$ cat src/rtl/mdio_master_if.sv
// Command/response handshake bundle for the MDIO management master.
// The master modport is the command issuer; the slave modport is the MDIO engine.
interface mdio_master_if;
    logic        cmd_valid;
    logic        cmd_ready;
    logic        cmd_c45;
    logic [1:0]  cmd_op;
    logic [4:0]  cmd_phyad;
    logic [4:0]  cmd_regad;
    logic [15:0] cmd_data;
    logic        rsp_valid;
    logic        rsp_ready;
    logic [15:0] rsp_data;
    logic        rsp_err;

    modport master (
        output cmd_valid, cmd_c45, cmd_op, cmd_phyad, cmd_regad, cmd_data, rsp_ready,
        input  cmd_ready, rsp_valid, rsp_data, rsp_err
    );

    modport slave (
        input  cmd_valid, cmd_c45, cmd_op, cmd_phyad, cmd_regad, cmd_data, rsp_ready,
        output cmd_ready, rsp_valid, rsp_data, rsp_err
    );
endinterface

$ cat src/rtl/mdio_master.sv
// MDIO/SMI management master: Clause-22 and optional Clause-45 frames, with a
// programmable MDC half-period and preamble length. One response per command.
module mdio_master #(
    parameter int HALF_PERIOD  = 25,
    parameter int PREAMBLE_LEN = 32,
    parameter bit C45_EN       = 1'b1
) (
    input  logic         CLK,
    input  logic         RST,
    mdio_master_if.slave bus,
    output logic         mdc,
    output logic         mdd_o,
    output logic         mdd_oe,
    input  logic         mdd_i,
    output logic         busy
);
    localparam int                TICK_W    = $clog2(HALF_PERIOD);
    localparam logic [TICK_W-1:0] TICK_LAST = TICK_W'(HALF_PERIOD - 1);

    typedef enum logic [2:0] {IDLE, PRE, HDR, TA, DATA, RESP} state_t;

    state_t            state;
    logic [TICK_W-1:0] tick;
    logic [4:0]        bit_cnt;    // bits left in the current field after this one
    logic [31:0]       frame_sr;   // ST..DATA, next bit to send at [31]
    logic [15:0]       rd_sr;
    logic              is_read;
    logic              ta_err;
    logic              cmd_ready;
    logic              rsp_valid;
    logic              rsp_err;
    logic [15:0]       rsp_data;
    logic              cmd_illegal;
    logic [31:0]       cmd_frame;

    assign bus.cmd_ready = cmd_ready;
    assign bus.rsp_valid = rsp_valid;
    assign bus.rsp_data  = rsp_data;
    assign bus.rsp_err   = rsp_err;

    // Decode the offered command: legality and its 32-bit post-preamble bit image.
    // Every legal read op has op[1]=1; read frames carry 1s where the PHY drives.
    always_comb begin
        cmd_illegal = bus.cmd_c45 ? !C45_EN
                                  : (bus.cmd_op == 2'b00 || bus.cmd_op == 2'b11);
        if (bus.cmd_op[1]) begin
            cmd_frame = {1'b0, !bus.cmd_c45, bus.cmd_op, bus.cmd_phyad, bus.cmd_regad,
                         18'h3FFFF};
        end else begin
            cmd_frame = {1'b0, !bus.cmd_c45, bus.cmd_op, bus.cmd_phyad, bus.cmd_regad,
                         2'b10, bus.cmd_data};
        end
    end

    // Frame sequencer: MDC divider, bit shifting, read capture, response handshake.
    // NOTE: RST is asynchronous so a mid-frame reset releases the bus at once;
    // every state register uses <= so all updates see pre-edge values.
    always_ff @(posedge CLK or posedge RST) begin
        if (RST) begin
            state     <= IDLE;
            tick      <= '0;
            bit_cnt   <= '0;
            frame_sr  <= '0;
            rd_sr     <= '0;
            is_read   <= 1'b0;
            ta_err    <= 1'b0;
            mdc       <= 1'b0;
            mdd_o     <= 1'b1;
            mdd_oe    <= 1'b0;
            cmd_ready <= 1'b1;
            rsp_valid <= 1'b0;
            rsp_data  <= '0;
            rsp_err   <= 1'b0;
            busy      <= 1'b0;
        end else begin
            case (state)
                IDLE: begin
                    if (bus.cmd_valid) begin
                        cmd_ready <= 1'b0;
                        busy      <= 1'b1;
                        tick      <= '0;
                        mdc       <= 1'b0;
                        is_read   <= bus.cmd_op[1];
                        ta_err    <= 1'b0;
                        rd_sr     <= '0;
                        frame_sr  <= cmd_frame;
                        if (cmd_illegal) begin
                            state     <= RESP;
                            rsp_valid <= 1'b1;
                            rsp_err   <= 1'b1;
                            rsp_data  <= '0;
                        end else if (PREAMBLE_LEN > 0) begin
                            state   <= PRE;
                            bit_cnt <= 5'(PREAMBLE_LEN - 1);
                            mdd_o   <= 1'b1;
                            mdd_oe  <= 1'b1;
                        end else begin
                            state    <= HDR;
                            bit_cnt  <= 5'd13;
                            mdd_o    <= cmd_frame[31];
                            mdd_oe   <= 1'b1;
                            frame_sr <= {cmd_frame[30:0], 1'b0};
                        end
                    end
                end

                PRE, HDR, TA, DATA: begin
                    if (tick != TICK_LAST) begin
                        tick <= tick + 1'b1;
                    end else begin
                        tick <= '0;
                        mdc  <= !mdc;
                        if (!mdc) begin
                            // Rising MDC: sample what the PHY is driving.
                            if (is_read && state == TA && bit_cnt == 5'd0) ta_err <= mdd_i;
                            if (is_read && state == DATA) rd_sr <= {rd_sr[14:0], mdd_i};
                        end else if (bit_cnt != 5'd0) begin
                            // Falling MDC inside a field: present the next bit.
                            bit_cnt <= bit_cnt - 1'b1;
                            if (state != PRE) begin
                                mdd_o    <= frame_sr[31];
                                frame_sr <= {frame_sr[30:0], 1'b0};
                            end
                        end else begin
                            // Falling MDC at a field boundary.
                            case (state)
                                PRE: begin
                                    state    <= HDR;
                                    bit_cnt  <= 5'd13;
                                    mdd_o    <= frame_sr[31];
                                    frame_sr <= {frame_sr[30:0], 1'b0};
                                end
                                HDR: begin
                                    state    <= TA;
                                    bit_cnt  <= 5'd1;
                                    mdd_o    <= frame_sr[31];
                                    mdd_oe   <= !is_read;
                                    frame_sr <= {frame_sr[30:0], 1'b0};
                                end
                                TA: begin
                                    state    <= DATA;
                                    bit_cnt  <= 5'd15;
                                    mdd_o    <= frame_sr[31];
                                    frame_sr <= {frame_sr[30:0], 1'b0};
                                end
                                default: begin
                                    state     <= RESP;
                                    mdd_o     <= 1'b1;
                                    mdd_oe    <= 1'b0;
                                    rsp_valid <= 1'b1;
                                    rsp_data  <= is_read ? rd_sr : 16'h0000;
                                    rsp_err   <= ta_err;
                                end
                            endcase
                        end
                    end
                end

                RESP: begin
                    if (bus.rsp_ready) begin
                        state     <= IDLE;
                        rsp_valid <= 1'b0;
                        busy      <= 1'b0;
                        cmd_ready <= 1'b1;
                    end
                end

                default: state <= IDLE;
            endcase
        end
    end
endmodule

$ cat src/flat_wrapper.sv
// flat-port wrapper written by rule: the top's interface ports become plain ports
module mdio_master_flat 
#(
    parameter int HALF_PERIOD  = 25,
    parameter int PREAMBLE_LEN = 32,
    parameter bit C45_EN       = 1'b1
)
  (CLK, RST, mdc, mdd_o, mdd_oe, mdd_i, busy, bus_cmd_valid, bus_cmd_c45, bus_cmd_op, bus_cmd_phyad, bus_cmd_regad, bus_cmd_data, bus_rsp_ready, bus_cmd_ready, bus_rsp_valid, bus_rsp_data, bus_rsp_err);
  mdio_master_if bus_i ();
  input  logic CLK;
  input  logic RST;
  output logic mdc;
  output logic mdd_o;
  output logic mdd_oe;
  input  logic mdd_i;
  output logic busy;
  input wire logic [$bits(bus_i.cmd_valid)-1:0] bus_cmd_valid;
  input wire logic [$bits(bus_i.cmd_c45)-1:0] bus_cmd_c45;
  input wire logic [$bits(bus_i.cmd_op)-1:0] bus_cmd_op;
  input wire logic [$bits(bus_i.cmd_phyad)-1:0] bus_cmd_phyad;
  input wire logic [$bits(bus_i.cmd_regad)-1:0] bus_cmd_regad;
  input wire logic [$bits(bus_i.cmd_data)-1:0] bus_cmd_data;
  input wire logic [$bits(bus_i.rsp_ready)-1:0] bus_rsp_ready;
  output wire logic [$bits(bus_i.cmd_ready)-1:0] bus_cmd_ready;
  output wire logic [$bits(bus_i.rsp_valid)-1:0] bus_rsp_valid;
  output wire logic [$bits(bus_i.rsp_data)-1:0] bus_rsp_data;
  output wire logic [$bits(bus_i.rsp_err)-1:0] bus_rsp_err;
  assign bus_i.cmd_valid = bus_cmd_valid;
  assign bus_i.cmd_c45 = bus_cmd_c45;
  assign bus_i.cmd_op = bus_cmd_op;
  assign bus_i.cmd_phyad = bus_cmd_phyad;
  assign bus_i.cmd_regad = bus_cmd_regad;
  assign bus_i.cmd_data = bus_cmd_data;
  assign bus_i.rsp_ready = bus_rsp_ready;
  assign bus_cmd_ready = bus_i.cmd_ready;
  assign bus_rsp_valid = bus_i.rsp_valid;
  assign bus_rsp_data = bus_i.rsp_data;
  assign bus_rsp_err = bus_i.rsp_err;
  mdio_master #(.HALF_PERIOD(HALF_PERIOD), .PREAMBLE_LEN(PREAMBLE_LEN), .C45_EN(C45_EN)) u_core (.CLK(CLK), .RST(RST), .bus(bus_i), .mdc(mdc), .mdd_o(mdd_o), .mdd_oe(mdd_oe), .mdd_i(mdd_i), .busy(busy));
endmodule
$ cat config.mk
export PLATFORM = sky130hd
export DESIGN_NAME = mdio_master_flat
export DESIGN_NICKNAME = d
export VERILOG_FILES = /design/src/rtl/mdio_master_if.sv /design/src/rtl/mdio_master.sv /design/src/flat_wrapper.sv
export SDC_FILE = /design/constraint.sdc
export NUM_CORES = 1
export LEC_CHECK = 0
export BUFFER_PORTS_ARGS = -buffer_cell sky130_fd_sc_hd__buf_2
export CORE_ASPECT_RATIO = 0.7
export CORE_MARGIN = 1
export CORE_UTILIZATION = 30
export CTS_CLUSTER_DIAMETER = 200
export DETAILED_ROUTE_END_ITERATION = 10
export GPL_TIMING_DRIVEN = 0
export PLACE_DENSITY = 0.58
export SLEW_MARGIN = 20
export SYNTH_ARGS = -nofsm -noshare
export SYNTH_HDL_FRONTEND = slang
export SYNTH_SLANG_ARGS = --single-unit
$ cat constraint.sdc
create_clock -name CLK -period 3.4 [get_ports CLK]
set_input_delay 0.34 -clock CLK [delete_from_list [all_inputs] [get_ports CLK]]
set_output_delay 0.34 -clock CLK [all_outputs]
set_load 0.05 [all_outputs]
* After elaboration in Yosys (flattened, before gate mapping)
Cells that the tools add are included.
Widths: inputs -> output; s select.
** Word-level totals
- Register bits :: 86
- Bits in latches :: 0
- RAM bits :: 0
- Bits in read-only memories :: 0
- Input bits :: 34
- Output and inout bits :: 23
- Word-level logic and storage cells :: 147
- Memories kept :: 0
** Operators by class
- $add $sub $neg :: 2
- $mul :: 0
- Divide/modulo/power cells :: 0
- Order comparisons :: 0
- Eq/ne operators :: 23
- Shift operators :: 0
- Muxes and demuxes :: 77
- Bitwise logic cells :: 0
- Reductions and logical operators :: 30
** Operator list (number)
- $mux 32 :: 6
- $mux 16 :: 11
- $pmux 16 s2 :: 2
- $pmux 32 s2 :: 1
- $mux 5 :: 7
- $mux 30 :: 1
- $mux 1 :: 29
- $pmux 5 s2 :: 2
- $mux 3 :: 6
- $pmux 3 s3 :: 2
- $reduce_and 6->1 :: 3
- $ne 2x2->1 const B :: 8
- $pmux 1 s2 :: 8
- $pmux 5 s3 :: 1
- $reduce_and 5->1 :: 3
- $reduce_and 7->1 :: 2
- $ne 2x1->1 const B :: 4
- $reduce_and 8->1 :: 1
- $eq 3x2->1 const B :: 2
- $eq 3x3->1 const B :: 2
- $reduce_and 3->1 :: 2
- $add 5x1->5 const B :: 1
- $logic_not 5->1 :: 1
- $ne 5x1->1 const B :: 1
- other kinds (20) :: 26

* Longest topological paths before layout
Gate-level depths: netlist of the first run.
- Depth in word-level cells :: 7
- Mapped depth :: 10
- Mapped depth without buffers :: 7

* Worst setup path after synthesis of the first run
OpenSTA, ideal clock, no wires.
- Path type :: reg2reg
- Start :: reg u_core.bit_cnt[0]
- End :: reg u_core.bit_cnt[1]
- Library setup time :: 0.128 ns
- Arrival :: 1.726 ns
- Required time :: 3.272 ns
- Path slack :: 1.547 ns
- Cell stages (with the launch flop) :: 8
- Buffers on the path :: 0
- Clock period less this slack :: 1.853 ns
- Cells stage by stage :: dfrtp_1 inv_1 ha_1 or4b_4 nand2_1 nor2_1 nor2_2 mux2_1
** Between the ends
- Cells in the longest elaborated chain, start to end :: 5
- Elaborated cells on any way between the ends :: 8
- Classes of those cells :: add/sub: 1; eq/ne: 1; mux: 4; reduce/logical: 2
** RTL lines
- from (decl) :: RTL line mdio_master.sv:24 : logic [4:0] bit_cnt;
- from (signal assigned) :: RTL line mdio_master.sv:94 : bit_cnt <= 5'(PREAMBLE_LEN - 1);
- from (signal assigned) :: RTL line mdio_master.sv:119 : bit_cnt <= bit_cnt - 1'b1;
- $sub 5x1->5 / $reduce_bool 5->1 (equally long branches) :: RTL line mdio_master.sv:119, mdio_master.sv:117
- $mux 5 :: RTL line mdio_master.sv:117 : end else if (bit_cnt != 5'd0) begin
- $mux 5 :: RTL line mdio_master.sv:113 : if (!mdc) begin
- $mux 5 :: RTL line mdio_master.sv:108 : if (tick != TICK_LAST) begin
- $pmux 5 s2 :: RTL line mdio_master.sv:76 : case (state)
Parallel ways exist; a longest one is shown, timed or not. The select of a mux whose other input is x is not followed.
A chain may end at the register's enable or synchronous reset.

* Worst setup path after layout of the first run
- Start :: reg u_core.state[0]
- End :: reg u_core.rd_sr[15]
** Between the ends
- Cells in the longest elaborated chain, start to end :: 4
- Elaborated cells on any way between the ends :: 14
- Classes of those cells :: eq/ne: 8; mux: 1; reduce/logical: 5
** RTL lines
- from (decl) :: RTL line mdio_master.sv:22 : state_t state;
- from (signal assigned) :: RTL line mdio_master.sv:60 : state <= IDLE;
- from (signal assigned) :: RTL line mdio_master.sv:88 : state <= RESP;
- from (signal assigned) :: RTL line mdio_master.sv:93 : state <= PRE;
- $eq 3x1->1, or another cell as far along :: RTL line mdio_master.sv:76
- $reduce_or 4->1 / $logic_and 1x1->1 (equally long branches) :: RTL line mdio_master.sv:76, mdio_master.sv:116
- $ne 2x1->1 (no line), or another cell as far along
- $reduce_and 5->1 (no line)
- to (signal assigned) :: RTL line mdio_master.sv:116 : if (is_read && state == DATA) rd_sr <= {rd_sr[14:0], mdd_i};
- to (decl) :: RTL line mdio_master.sv:26 : logic [15:0] rd_sr;
Parallel ways exist; a longest one is shown, timed or not.

==> results of run 1 <==
## registers in the layout, indices dropped and copies added, names as in the netlist
signal and count:
u_core.mdc 1, u_core.busy 1, u_core.is_read 1, u_core.frame_sr 32, u_core.mdd_o 1, u_core.state 3, u_core.bus.rsp_valid 1, u_core.tick 5
u_core.bus.cmd_ready 1, u_core.bus.rsp_err 1, u_core.ta_err 1, u_core.bus.rsp_data 16, u_core.rd_sr 16, u_core.mdd_oe 1, u_core.bit_cnt 5
## routing by layer
layer  vias to the layer above  track usage [%]
met5                         -                0
met4                         0            3.401
met3                         5            3.839
met2                        72            23.48
met1                      1644            20.58
li1                       1710                -
## critical path, stage by stage, from the launching register on
cell	delay [ps]
dfrtp_1	380
buf_4	180
nor2_4	220
xnor2_1	160
clkbuf_1	360
buf_2	320
buf_2	260
nand3_1	90
o21ai_1	90
## cell usage after synthesis (2+ instances only)
master	n
xnor2_1	2
nand3_1	34
clkbuf_1	10
nand2_1	60
inv_1	25
mux2i_1	15
ha_1	3
nor2_1	14
o21ai_1	52
dfrtp_1	84
a22o_1	2
buf_2	15
or3_1	15
buf_6	7
nand2b_1	6
buf_4	2
a21o_1	4
xor2_1	3
nand4b_1	2
mux2_2	2
nor3_1	5
or4b_4	2
a21oi_1	11
o21ai_0	26
nand4_1	4
o31ai_1	3
nor2b_1	2
o22ai_1	2
dfstp_2	2
o21ai_2	10
## cells in the final DEF (no fill, tap or decap), types with 2 or more instances in the layout
cell type / instances
nor2b_1: 2
a21o_1: 4
mux2_2: 2
nor2_1: 14
o21ai_1: 52
or3_1: 15
nand2b_1: 6
o31ai_1: 3
clkinvlp_4: 2
clkbuf_1: 10
mux2i_1: 15
buf_2: 70
xor2_1: 3
dfstp_2: 2
buf_6: 7
a22o_1: 2
clkbuf_16: 9
or4b_4: 2
xnor2_1: 2
bufinv_16: 2
o22ai_1: 2
buf_4: 2
nand4_1: 4
nand3_1: 34
a21oi_1: 11
ha_1: 3
inv_1: 24
nand4b_1: 2
o21ai_0: 26
dfrtp_1: 84
nand2_1: 60
o21ai_2: 10
nor3_1: 5
## layout make-up
type	count	area, um2	share of cell area (%)
Sequential cell	86	2155	41.53
Clock inverter	7	97.59	1.881
Tap cell	190	237.7	4.583
Clock buffer	9	225.2	4.342
Multi-Input combinational cell	307	1844	35.55
Inverter	25	96.34	1.857
Timing Repair Buffer	56	302.8	5.837
Buffer	36	229.0	4.414
## cell families after synthesis
logic type               share of synthesized area (%)
flip-flops                                       49.86
XOR/XNOR                                         2.027
adder cells (fa/ha/maj)                         0.8687
multiplexers                                     4.603
AND/OR/NAND/NOR                                  17.95
buffers and inverters                            7.470
AO/OA/AOI/OAI                                    17.23
## worst max path at each step
| stage | startpoint | endpoint | slack (ps) | cells past startpoint |
|---|---|---|---|---|
| final | u_core.state[0] | u_core.rd_sr[15] | 1250 | 8 |
| after global routing | u_core.state[0] | u_core.rd_sr[15] | 1050 | 8 |
| after CTS | u_core.state[0] | u_core.bit_cnt[0] | 1230 | 6 |
| after detailed placement | u_core.state[0] | u_core.bit_cnt[0] | 1250 | 6 |
| after global placement | RST | u_core.frame_sr[20] | -190 | 2 |
| after floorplan | RST | u_core.bit_cnt[0] | 840 | 1 |
## power by group
group / leakage (nW) / internal (mW) / switching, mW
sequential: 1.15 / 1.02 / 0.000675
combinational: 0.973 / 0.0208 / 0.0408
clock: 0.152 / 0.646 / 0.421
total: 2.27 / 1.69 / 0.462
## per-stage QoR
stage | total power [mW] | cell area (um2) | hold slack (ps) | setup slack, ps | setup TNS, ps
after global routing | 2.241 | 5187 | 67.98 | 1050 | 0
after floorplan | 1.070 | 4322 | 449.5 | 841.5 | 0
final | 2.153 | 5187 | 29.43 | 1250 | 0
after global placement | 1.102 | 4835 | 459.4 | -190.6 | -15790
after CTS | 2.185 | 5187 | 37.88 | 1234 | 0
after detailed placement | 1.108 | 4865 | 408.1 | 1246 | 0
==> results.md, run 1 <==
- # IOs: 57
- CTS H-tree depth: 3
- Final WL: 10,280 um
- Detail Placement HPWL: 7434 um
- Core Box Area: 14,010 um2
- Clock Path Buffers: 2
- IO Port Bufs: 55
- R2r endpoint: u_core.rd_sr[15]
- Final std cells w/o fill: 716
- Reg2reg start: u_core.state[0]
- Die Footprint: 14,900 um2
- Residual DRC: 0
- Peak VDD IR: 0.0002481 V
- Reg-to-reg slack, setup: 1250 ps
- Worst path required time: 3660 ps
- Crit path capture type: register
- Met3 wire length: 386 um
- Slew Limit Fails: 0
- Final setup fails: 0
- Clock latency on the worst-skew pair: 340 ps
- Arr. time, crit path: 2410 ps
- GRT Residual Overflow: 0
- Vias: 3,431
- P per Cell Area: 415.0 nW/um2
- Cts hold-fix bufs: 0
- Final net count: 558
- Tmin final: 2150 ps
- DIE HEIGHT: 102.4 um
- Utilization after layout: 37.03%
- # clock sinks: 86
- Initial Util: 30.85%
- Vias in the first global route: 3,433
- Largest net degree at the start of global routing: 53
- Syn nets: 491
- Via/cell ratio: 4.792
- Hold Fails Final Rpt: 0
- Post-synth EDFFs: 0
- Synth warnings: 0
- WL per Instance: 14.36 um
- DRT iter0 DRCs: 207
- CTS Root Cell: clkbuf_16
- FMAX: 465.1 MHz
- Crit-path max FO: 10
- Worst clock skew: 4.030 ps
- Synth Flop Type: dfrtp_1
- Crit Path Category: reg -> reg
- Area leader, netlist: dfrtp_1
- Syn Inst Count: 454
- Synthesized area: 4322 um2
- FP Rows: 36
- TritonCTS clock tree: yes
- CTS buffer count: 9
- Reg clk slew, reported paths: 60 ps
- Max-Slew Margin vs Limit: 64.00%
- Least-Margin Pin Slew: 525.0 ps
- DIE WIDTH: 145.5 um
- Top sig layer: met4
- Mapped Avg Cell Area: 9.519 um2
- Ant diodes: 0
- Share of cells above drive strength 1: 23.57%
- Fillers: 1,414
- Crit path launch type: register
- Cells after DPL: 700
- Final Cycle Share: 63.23%
- Met2 WL: 4533 um
- Leakage: 2.272 nW
- Ys async rst share: 100.0%
- Met1 wire length: 5316 um
- Global-route total usage across every layer: 14.88%
- First-pass GRT wire length: 17,360 um
- DRT Pass-1 Iters: 4
- Post-synthesis sequential area ratio: 49.86%
- Hold WC Path Type: in -> async
- Top post-synthesis cells by area: dfrtp_1, o21ai_1, nand2_1, nand3_1, mux2i_1
- RePlAce Congestion: 0.8337
- Post-CTS Setup Bufs: 0
- Initial antenna violation count: 0
- Area share of the largest cell type after synthesis: 48.64%
- Post-route ant nets: 0
- RSZ-0062 raised after global routing: no
- Status: finished clean
- Post-cts gate resize count: 0
- Synth Register Bits: 86
- Max cap viols: 0
- Yosys cell types: 60
- Area grow syn2layout: 20.03%
- R2R cell count: 8
No activity file was read; power rests on OpenSTA's default activity.
==> inputs of run 2 (changes only) <==
==> constraint.sdc (replaced) <==
create_clock -name CLK -period 2.2 [get_ports CLK]
set_input_delay 0.22 -clock CLK [delete_from_list [all_inputs] [get_ports CLK]]
set_output_delay 0.22 -clock CLK [all_outputs]
set_load 0.05 [all_outputs]
==> run 2 against run 1 <==
First-iteration DRC count is 15% lower. Cell count is 0.28% higher. Clock skew hardly changed. Via count is 2.6% higher. Die area stayed put. Critical path type unchanged.
==> results.md, run 2 (synthesis results as in run 1) <==
- Sw Share: 21.59%
- Reg clk slew, reported paths: 60 ps
- # clock sinks: 86
- CTS Root Cell: clkbuf_16
- Global Route met3 Usage: 3.973%
- CTS H-tree depth: 3
- First-pass GRT wire length: 17,570 um
- CTS buffer count: 9
- Crit path capture type: register
- Logic pwr share: 3.0%
- Final Cycle Share: 94.55%
- Slew Limit Fails: 0
- DIE HEIGHT: 102.4 um
- IO Port Bufs: 55
- Crit-path max FO: 4
- FMAX: 480.7 MHz
- Top Registers: u_core.frame_sr (32), u_core.bus.rsp_data (16), u_core.rd_sr (16)
- Clock Power Share: 49.5%
- Worst clock skew: 3.972 ps
- DRT Pass-1 Iters: 5
- Busiest grt layer: met2
- Largest register FFs: 32
- Final hold slack: 151.7 ps
- Tmin final: 2080 ps
- WL per Instance: 14.50 um
- Peak VDD IR: 0.0003570 V
- # IOs: 57
- Final WL: 10,410 um
- Crit path launch type: register
- Vias: 3,519
- Initial Util: 30.85%
- Global-route total usage across every layer: 15.07%
- Initial antenna violation count: 0
- Max cap viols: 0
- Net switching power: 0.7205 mW
- Clock latency on the worst-skew pair: 340 ps
- Most frequent cells in the layout: dfrtp_1, buf_2, nand2_1, o21ai_1, nand3_1
- Reg with most FFs: u_core.frame_sr
- Share of cells above drive strength 1: 24.24%
- GRT Residual Overflow: 0
- Final net count: 560
- Commonest non-fill, non-tap cell in the layout: dfrtp_1
- Met2 Use GR: 23.74%
- Crit Path Category: reg -> reg
- Arr. time, crit path: 2300 ps
- Hold Fails Final Rpt: 0
- Die Footprint: 14,900 um2
- Max-Slew Margin vs Limit: 62.99%
- Ant diodes: 0
- P per Cell Area: 636.7 nW/um2
- Vias in the first global route: 3,433
- Residual DRC: 0
- Area grow syn2layout: 21.28%
- Core Box Area: 14,010 um2
- DRT iter0 DRCs: 175
- Post-route ant nets: 0
- RSZ-0062 raised after global routing: yes
- Clock Path Buffers: 2
- TritonCTS clock tree: yes
- Largest net degree at the start of global routing: 36
- Seq pwr share: 47.5%
- Leakage: 2.298 nW
- DIE WIDTH: 145.5 um
- FP Rows: 36
- Least-Margin Pin Slew: 539.8 ps
- RePlAce Congestion: 0.8321
- Detail Placement HPWL: 7675 um
- Final std cells w/o fill: 718
- Via/cell ratio: 4.901
- Met1 Use GR: 20.60%
- Hold WC Path Type: in -> reg
- Final setup fails: 0
- Fillers: 1,411
- Worst path required time: 2420 ps
- Status: finished clean
- Cells after DPL: 701
- Int Power: 2.617 mW
## run 2: cell types whose count changed in the layout (fill, tap and decap cells not counted), moves of 2 or more
cell / delta
buf_2: -4
clkbuf_4: +4
clkbuf_2: +3
clkbuf_1: -3
buf_12: +2
## run 2: worst paths after layout
check,from,endpoint,slack (ps),cells past startpoint
setup reg to reg,u_core.bit_cnt[0],u_core.bit_cnt[1],120,7
hold / removal,bus_cmd_regad[4],u_core.frame_sr[22],150,3
setup / recovery,u_core.bit_cnt[0],u_core.bit_cnt[1],120,7
max in group asynchronous,RST,u_core.mdd_o,1150,4
min in group asynchronous,RST,u_core.bus.rsp_data[9],450,3
hold reg to reg,u_core.frame_sr[3],u_core.frame_sr[3],480,2
## run 2: metal layers
| metal | up-vias | routed length, um |
|---|---|---|
| met4 | 0 | 60 |
| met1 | 1696 | 5251 |
| met5 | - | 0 |
| li1 | 1724 | - |
| met3 | 6 | 535 |
| met2 | 93 | 4565 |
## run 2: what timing repair did
action,CTS,global route
hold buffers,1,0
gates resized for setup,0,12
buffers inserted,0,0
hold endpoints to repair,18,0
setup endpoints to repair,0,38
## run 2: power by group through the flow
stage | Combinational (mW) | Sequential [mW] | Clock, mW
floorplan | 0.0413 | 1.61 | 0
global placement | 0.0909 | 1.61 | 0
detailed placement | 0.102 | 1.61 | 0
CTS | 0.103 | 1.58 | 1.69
global route | 0.113 | 1.58 | 1.75
finish | 0.100 | 1.58 | 1.65
## run 2: per-stage QoR
stage	instance area, um2	worst slack [ps]	power [mW]	util [%]	setup TNS (ps)
2_1_floorplan	4325	346.9	1.655	-	0
3_3_place_gp	4838	87.29	1.705	34.54	0
3_5_place_dp	4878	62.28	1.715	34.82	0
4_1_cts	5211	38.91	3.379	37.20	0
5_1_grt	5241	-20.55	3.450	37.42	-36.40
6_report	5241	119.8	3.337	37.42	0
## run 2: worst max-delay path, cell delays in order, from the launching register on
cell and delay, ps:
dfrtp_1 410, inv_1 70, ha_1 210, or4b_4 520, nand2_1 100, nor2_1 70, nor2_2 220, mux2_1 350
## run 2: area by class of cell
| type | instances | area [um2] | share of cell area [%] |
|---|---|---|---|
| Clock inverter | 7 | 97.59 | 1.862 |
| Tap cell | 190 | 237.7 | 4.536 |
| Sequential cell | 86 | 2155 | 41.11 |
| Multi-Input combinational cell | 307 | 1861 | 35.50 |
| Inverter | 25 | 97.59 | 1.862 |
| Buffer | 36 | 242.7 | 4.631 |
| Timing Repair Buffer | 58 | 325.3 | 6.207 |
| Clock buffer | 9 | 225.2 | 4.297 |
